<file path="src/rtl/spad_arbiter.sv">
// spad_arbiter: one SPad shared by NUM_RD round-robin readers and two fixed-priority writers (anti-starvation).
// Grants are combinational, rd_valid follows one cycle later; define SPAD_ARB_BYPASS_EN for same-address RAW forwarding.
module spad_arbiter #(
  parameter int DATA_BITWIDTH = 16,
  parameter int ADDR_BITWIDTH = 9,
  parameter int NUM_RD        = 3,
  parameter int MAX_WAIT      = 4
) (
  input  logic                          clk,
  input  logic                          reset,
  input  logic [NUM_RD-1:0]             rd_req,
  input  logic [NUM_RD*ADDR_BITWIDTH-1:0] rd_addr,
  output logic [NUM_RD-1:0]             rd_gnt,
  output logic [NUM_RD-1:0]             rd_valid,
  output logic [DATA_BITWIDTH-1:0]      rd_data,
  input  logic [1:0]                    wr_req,
  input  logic [2*ADDR_BITWIDTH-1:0]    wr_addr,
  input  logic [2*DATA_BITWIDTH-1:0]    wr_data,
  output logic [1:0]                    wr_gnt,
  output logic                          spad_read_req,
  output logic [ADDR_BITWIDTH-1:0]      spad_r_addr,
  output logic                          spad_write_en,
  output logic [ADDR_BITWIDTH-1:0]      spad_w_addr,
  output logic [DATA_BITWIDTH-1:0]      spad_w_data,
  input  logic [DATA_BITWIDTH-1:0]      spad_r_data
);
  localparam int PTR_W = (NUM_RD > 1) ? $clog2(NUM_RD) : 1;
  localparam int SUM_W = PTR_W + 1;
  localparam int CNT_W = $clog2(MAX_WAIT + 1);
  localparam logic [PTR_W-1:0] LAST_RD  = PTR_W'(NUM_RD - 1);
  localparam logic [SUM_W-1:0] NUM_RD_S = SUM_W'(NUM_RD);
  localparam logic [CNT_W-1:0] WAIT_SAT = CNT_W'(MAX_WAIT);

  logic [PTR_W-1:0]    rr_ptr;
  logic [PTR_W-1:0]    rd_off;
  logic [PTR_W-1:0]    rd_win;
  logic [SUM_W-1:0]    rd_sum;
  logic [SUM_W-1:0]    rd_wrap;
  logic [2*NUM_RD-1:0] req_dbl;
  logic                rd_any;
  logic [CNT_W-1:0]    wait_cnt;
  logic                w1_win;

  // Rotate requests so bit 0 is the reader at rr_ptr; the lowest set bit is the winner.
  always_comb begin
    req_dbl     = {rd_req, rd_req} >> rr_ptr;
    rd_off      = '0;
    for (int j = NUM_RD - 1; j >= 0; j--) begin
      if (req_dbl[j]) rd_off = PTR_W'(j);
    end
    rd_sum      = {1'b0, rr_ptr} + {1'b0, rd_off};
    rd_wrap     = rd_sum - NUM_RD_S;
    rd_win      = (rd_sum >= NUM_RD_S) ? rd_wrap[PTR_W-1:0] : rd_sum[PTR_W-1:0];
    rd_any      = (|rd_req) && !reset;
    rd_gnt      = '0;
    spad_r_addr = '0;
    for (int i = 0; i < NUM_RD; i++) begin
      if (rd_any && (rd_win == PTR_W'(i))) begin
        rd_gnt[i]   = 1'b1;
        spad_r_addr = rd_addr[i*ADDR_BITWIDTH +: ADDR_BITWIDTH];
      end
    end
    spad_read_req = rd_any;
  end

  always_ff @(posedge clk or posedge reset) begin
    if (reset) begin
      rr_ptr   <= '0;
      rd_valid <= '0;
    end else begin
      rd_valid <= rd_gnt;
      if (rd_any) rr_ptr <= (rd_win == LAST_RD) ? '0 : rd_win + 1'b1;
    end
  end

  // Writer 1 only overtakes writer 0 once it has been denied MAX_WAIT cycles in a row.
  assign w1_win = wr_req[1] && (!wr_req[0] || (wait_cnt == WAIT_SAT));

  always_comb begin
    wr_gnt        = '0;
    spad_write_en = 1'b0;
    spad_w_addr   = '0;
    spad_w_data   = '0;
    if (!reset && (|wr_req)) begin
      spad_write_en = 1'b1;
      if (w1_win) begin
        wr_gnt      = 2'b10;
        spad_w_addr = wr_addr[2*ADDR_BITWIDTH-1:ADDR_BITWIDTH];
        spad_w_data = wr_data[2*DATA_BITWIDTH-1:DATA_BITWIDTH];
      end else begin
        wr_gnt      = 2'b01;
        spad_w_addr = wr_addr[ADDR_BITWIDTH-1:0];
        spad_w_data = wr_data[DATA_BITWIDTH-1:0];
      end
    end
  end

  always_ff @(posedge clk or posedge reset) begin
    if (reset) begin
      wait_cnt <= '0;
    end else if (wr_req[1] && !w1_win) begin
      if (wait_cnt != WAIT_SAT) wait_cnt <= wait_cnt + 1'b1;
    end else begin
      wait_cnt <= '0;
    end
  end

`ifdef SPAD_ARB_BYPASS_EN
  logic                     byp_hit;
  logic [DATA_BITWIDTH-1:0] byp_data;
  logic                     byp_match;

  // The SPad returns the pre-write value on a same-cycle collision; forward the new word instead.
  assign byp_match = spad_read_req && spad_write_en && (spad_r_addr == spad_w_addr);

  always_ff @(posedge clk or posedge reset) begin
    if (reset) begin
      byp_hit  <= 1'b0;
      byp_data <= '0;
    end else begin
      byp_hit <= byp_match;
      if (byp_match) byp_data <= spad_w_data;
    end
  end

  assign rd_data = byp_hit ? byp_data : spad_r_data;
`else
  assign rd_data = spad_r_data;
`endif

endmodule

</file>
<file path="config.mk">
export PLATFORM = sky130hd
export DESIGN_NAME = spad_arbiter
export DESIGN_NICKNAME = d
export VERILOG_FILES = /design/src/rtl/spad_arbiter.sv
export SDC_FILE = /design/constraint.sdc
export NUM_CORES = 1
export LEC_CHECK = 0
export ABC_AREA = 1
export CORE_MARGIN = 2
export CORE_UTILIZATION = 28
export CTS_CLUSTER_DIAMETER = 80
export DETAILED_ROUTE_END_ITERATION = 12
export GPL_TIMING_DRIVEN = 0
export PLACE_DENSITY_LB_ADDON = 0.12
export SKIP_CTS_REPAIR_TIMING = 1
export SYNTH_ARGS = -nofsm -noshare
export SYNTH_HDL_FRONTEND = slang
export SYNTH_SLANG_ARGS = --single-unit
</file>
<file path="constraint.sdc">
create_clock -name clk -period 5.5 [get_ports clk]
set_input_delay 0.825 -clock clk [delete_from_list [all_inputs] [get_ports clk]]
set_output_delay 0.825 -clock clk [all_outputs]
set_load 0.005 [all_outputs]
</file>
=== Word-level counts from Yosys, hierarchy flattened ===
Cells that the tools add are included.

* Register bits: 8
* Input port bits: 100
* Output and inout bits: 60

* $add $sub $neg: 4
* Order comparisons: 1
* Equality and inequality tests: 5
* Shifts and indexed selects: 1
* Multiplexer cells: 20
* Reductions and logical operators: 14

{| class="wikitable"
|+ Operators by type and width
! operator !! count
|-
| 2-to-1 mux 9 bit || 5
|-
| 2-to-1 mux 16 bit || 2
|-
| 2-to-1 mux 2 bit || 7
|-
| logical AND 1 bit || 7
|-
| 2-to-1 mux 3 bit || 2
|-
| right shift 6 x 2 -> 3 bit || 1
|-
| 2-to-1 mux 1 bit || 4
|-
| adder 2 x 2 -> 3 bit || 1
|-
| adder 3 x 1 -> 3 bit (second input constant) || 1
|-
| == test 3 bit (second input constant) || 1
|-
| >= comparator 3 x 2 -> 1 bit (second input constant) || 1
|-
| logical NOT 1 bit || 3
|-
| inequality test 3 bit (second input constant) || 1
|-
| OR reduction 3 bit || 1
|-
| adder 2 x 1 -> 2 bit (second input constant) || 1
|-
| == test 2 x 1 -> 1 bit (second input constant) || 1
|-
| == test 2 bit (second input constant) || 1
|-
| logical NOT 2 bit || 1
|-
| inequality test 2 x 1 -> 1 bit (second input constant) || 1
|-
| OR reduction 2 bit || 1
|-
| subtractor 2 bit (second input constant) || 1
|-
| logical OR 1 bit || 1
|}

=== Logic depth before layout (Yosys ltp) ===
* Word-level depth: 12
* Gate-level depth with buffers: 17
* Mapped depth without buffers: 16

=== Least setup slack after synthesis ===
Ideal clock, no wire load.

* Path kind: input-to-output
* Start: in rd_req[1]
* End: out rd_gnt[2]
* Data arrival time: 2953 ps
* Data required time: 4675 ps
* Path slack: 1722 ps
* Cell stages on the path: 15
* Path buffers: 1
* Cell sequence: inv_1 > o21ai_0 > nand2_1 > a22oi_1 > ha_1 > inv_1 > fa_1 > inv_1 > ha_1 > inv_1 > nand3_1 > nand2_1 > nand2_1 > buf_4 > nor3_1

* Longest elaborated chain between the ends: 10
* Elaborated cells on any way between the ends: 13
* Those cells by class: add/sub (2); order compare (1); eq/ne (1); shift (1); mux (5); reduce/logical (3)

{| class="wikitable"
|+ RTL lines
! element !! RTL line !! text
|-
| start: declaration || 11 || <nowiki>input logic [NUM_RD-1:0] rd_req,</nowiki>
|-
| right shift 6 x 2 -> 3 bit || 46 || <nowiki>req_dbl = {rd_req, rd_req} >> rr_ptr;</nowiki>
|-
| 2-to-1 mux 2 bit (3 in series) || 49 || <nowiki>if (req_dbl[j]) rd_off = PTR_W'(j);</nowiki>
|-
| adder 2 x 2 -> 3 bit || 51 || <nowiki>rd_sum = {1'b0, rr_ptr} + {1'b0, rd_off};</nowiki>
|-
| >= comparator 3 x 2 -> 1 bit / subtractor 2 bit (equally long branches) || 53, 52 ||
|-
| 2-to-1 mux 2 bit || 53 || <nowiki>rd_win = (rd_sum >= NUM_RD_S) ? rd_wrap[PTR_W-1:0] : rd_sum[PTR_W-1:0];</nowiki>
|-
| == test 2 bit || 58 || <nowiki>if (rd_any && (rd_win == PTR_W'(i))) begin</nowiki>
|-
| logical AND 1 bit (*) || 58 ||
|-
| 2-to-1 mux 1 bit (*) || 58 ||
|-
| end: declaration || 13 || <nowiki>output logic [NUM_RD-1:0] rd_gnt,</nowiki>
|}

Mark *: on every way between the ends. The rest lies on a longest branch, timed or not.

=== Worst setup path after layout ===
* Start: in rd_req[1]
* End: out spad_r_addr[8]

* Longest elaborated chain between the ends: 12
* Elaborated cells on any way between the ends: 19
* Those cells by class: add/sub (2); order compare (1); eq/ne (2); shift (1); mux (7); reduce/logical (6)

{| class="wikitable"
|+ RTL lines
! element !! RTL line !! text
|-
| right shift 6 x 2 -> 3 bit || 46 ||
|-
| 2-to-1 mux 2 bit (3 in series) || 49 ||
|-
| adder 2 x 2 -> 3 bit || 51 ||
|-
| >= comparator 3 x 2 -> 1 bit / subtractor 2 bit (equally long branches) || 53, 52 ||
|-
| 2-to-1 mux 2 bit || 53 ||
|-
| logical NOT 2 bit || 58 ||
|-
| logical AND 1 bit || 58 ||
|-
| 2-to-1 mux 9 bit (2 in series) || 58 ||
|-
| 2-to-1 mux 9 bit (*) || 58 ||
|-
| end: declaration || 21 || <nowiki>output logic [ADDR_BITWIDTH-1:0] spad_r_addr,</nowiki>
|}

Marks and branches as above.

==> run metrics <==
Final Hold Viols 0; Final WS setup approximately 420 ps; Least-Margin Pin Slew 440 ps; Tmin final between 5000 and 6000 ps; P&R area growth vs syn 122%; total core area 4350 µm²; vias in the first global route approximately 1600; WL/cell roughly 14 µm; DRC viols 0; Worst-Skew Late Latency between 200 and 250 ps; Mapped Cells 159; grt ovf 0; setup violators final 0; Warnings, synthesis 0; Hold Crit Start wait_cnt[0]; max-cap viol count 0; vias per inst 4.68; DIE AREA a little over 5000 µm²; Mean Syn Cell Area just under 8 µm²; skew final 2.16 ps; DP Worst Slack roughly 420 ps; count of cell types in the netlist 27; PortBufs roughly 140; first-pass GRT wire length 8.02 mm; post-synthesis net count 264; worst path required time between 4000 and 5000 ps; Initial Util 0.289; Slew HR 0.707; drt first pass iters 4; R2R depth 14; gp weighted congestion ~0.74; Crit Path Category in -> out; Worst R2R End rd_valid[2]; setup TNS 0 ps; Max Fclk around 0.2 GHz; io pins 160; sequential element share of the synthesized area 0.159; largest net degree at the start of global routing 11; worst hold path type reg -> reg; DPL Wire Length between 4 and 5 mm; clock root cell clkbuf_8; status complete, no violations; worst hold slack 460 ps; RSZ-0062 raised after global routing no; htree depth 1; Worst EP arrival 4250 ps; Startpoint Class input port; FP Rows 24; Synth Register Bits 8; clk sinks 8; worst r2r src rr_ptr[0]; leakage power around 0.0012 µW; Max Slew Vio Count 0; Cells after DPL roughly 350; Power Density roughly 410 nW/µm²; Max FO, Critical Path 9; Layout Cells excl Fill approximately 360; WHS Path Cells 1; clock tree buffer depth 2; total power draw between 1000 and 1500 µW; final WL 5.11 mm; initial antenna violation count 0; share of post-route cells with drive strength above 1 0.187; mapped cell area around 1300 µm²; die height about 70 µm; 1st-iter DRT viols between 70 and 80; Crit. Startpoint rd_req[1]; Final ANT Viol Nets 0; CTS tree built; worst vdd ir around 0.48 mV; Die X between 70 and 80 µm; GRT Total Usage 0.196; Via Count ~1700; R2R setup slack ~2600 ps; Endpoint, Worst Hold wait_cnt[0]; Tcrit/Tclk final 0.923; clock-pin slew on the worst setup and hold paths around 40 ps; Worst Setup End Kind primary output; total clock buffers created by CTS 3; antenna cells 0; fin nets 412
routing by layer:
metal | vias to the layer above | GRT usage | share of wire
met5 | - | 0 | 0
met4 | 0 | 0.0189 | 0.0012
met3 | 2 | 0.0741 | 0.10
met2 | 89 | 0.354 | 0.51
met1 | 731 | 0.229 | 0.39
li1 | 849 | - | -
cell usage after synthesis, drive strengths merged:
master	count	area share
nand3	31	0.19
a22o	25	0.17
buf	25	0.15
inv	18	0.054
nand2	18	0.060
nand4	10	0.050
dfrtp	8	0.16
nor2	5	0.030
ha	4	0.040
nor3	3	0.012
o21ai	3	0.012
a21oi	2	0.011
a22oi	1	0.0060
fa	1	0.016
nor3b	1	0.0060
o211ai	1	0.0060
o21a	1	0.0060
o21bai	1	0.0089
xnor2	1	0.0070
through the flow:
step,instance area [µm²],utilization
floorplan,1260,-
global placement,2760,0.633
detailed placement,2760,0.633
CTS,2800,0.642
global route,2800,0.642
finish,2800,0.642
state kept, by name, indices dropped and copies added, names as in the netlist:
signal / count
rd_valid: 3
wait_cnt: 3
rr_ptr: 2
cells in the final DEF (no fill, tap or decap), types with 3 or more instances in the layout:
master,Yosys,layout
inv_1,14,14
nand3_1,13,13
a22o_1,25,25
o21ai_0,3,3
nand2_2,3,3
buf_2,5,5
nor2_1,3,3
nand3_2,18,18
clkdlybuf4s50_1,0,143
nand4_1,10,10
buf_4,19,19
clkbuf_8,0,3
ha_1,4,4
dfrtp_1,8,8
nand2_1,15,15
nor3_1,3,3
inv_2,4,4
where the power goes:
part | switching, µW | leakage [µW] | internal (µW) | total, µW
sequential | 10.9 | 0.000107 | 73.2 | 84.1
clock | 21.3 | 0.0000216 | 47.3 | 68.6
combinational | 508 | 0.00112 | 486 | 994
worst max-delay path, stage by stage:
cell,delay [ps]
clkdlybuf4s50_1,480
inv_1,50
o21ai_0,290
nand2_1,90
a22oi_1,170
ha_1,170
inv_1,40
fa_1,520
inv_1,50
ha_1,190
inv_1,90
nand3_1,110
a21oi_2,400
nand3_1,150
nand3_2,90
clkdlybuf4s50_1,520
kinds of logic after synthesis:
kind of cell / Yosys count / share of synthesized area
DFF: 8 / 0.159
AOI/OAI and AO/OA: 34 / 0.224
xor gates and xnor gates: 1 / 0.00696
adders and majority gates: 5 / 0.0557
and+or+nand+nor: 68 / 0.352
buffers and inverters: 43 / 0.203
how the worst max path moves through the flow:
stage | endpoint | slack (ps) | cells past startpoint
after global placement | spad_r_addr[4] | 450 | 16
after global routing | spad_r_addr[4] | 100 | 16
after CTS | spad_r_addr[4] | 380 | 16
after floorplan | rd_gnt[2] | 1720 | 15
final | spad_r_addr[8] | 420 | 16
after detailed placement | spad_r_addr[4] | 420 | 16
layout make-up:
cell class | count | area (µm²)
inverters | 18 | 67.6
multi-input cells | 108 | 803
repair buffers | 143 | 1430
flip-flops and latches | 8 | 200
well taps | 52 | 65.1
clock buffers | 3 | 41.3
plain buffers | 25 | 188
fillers | 395 | 1560
Note: power is estimated with default switching activity, not from simulation.
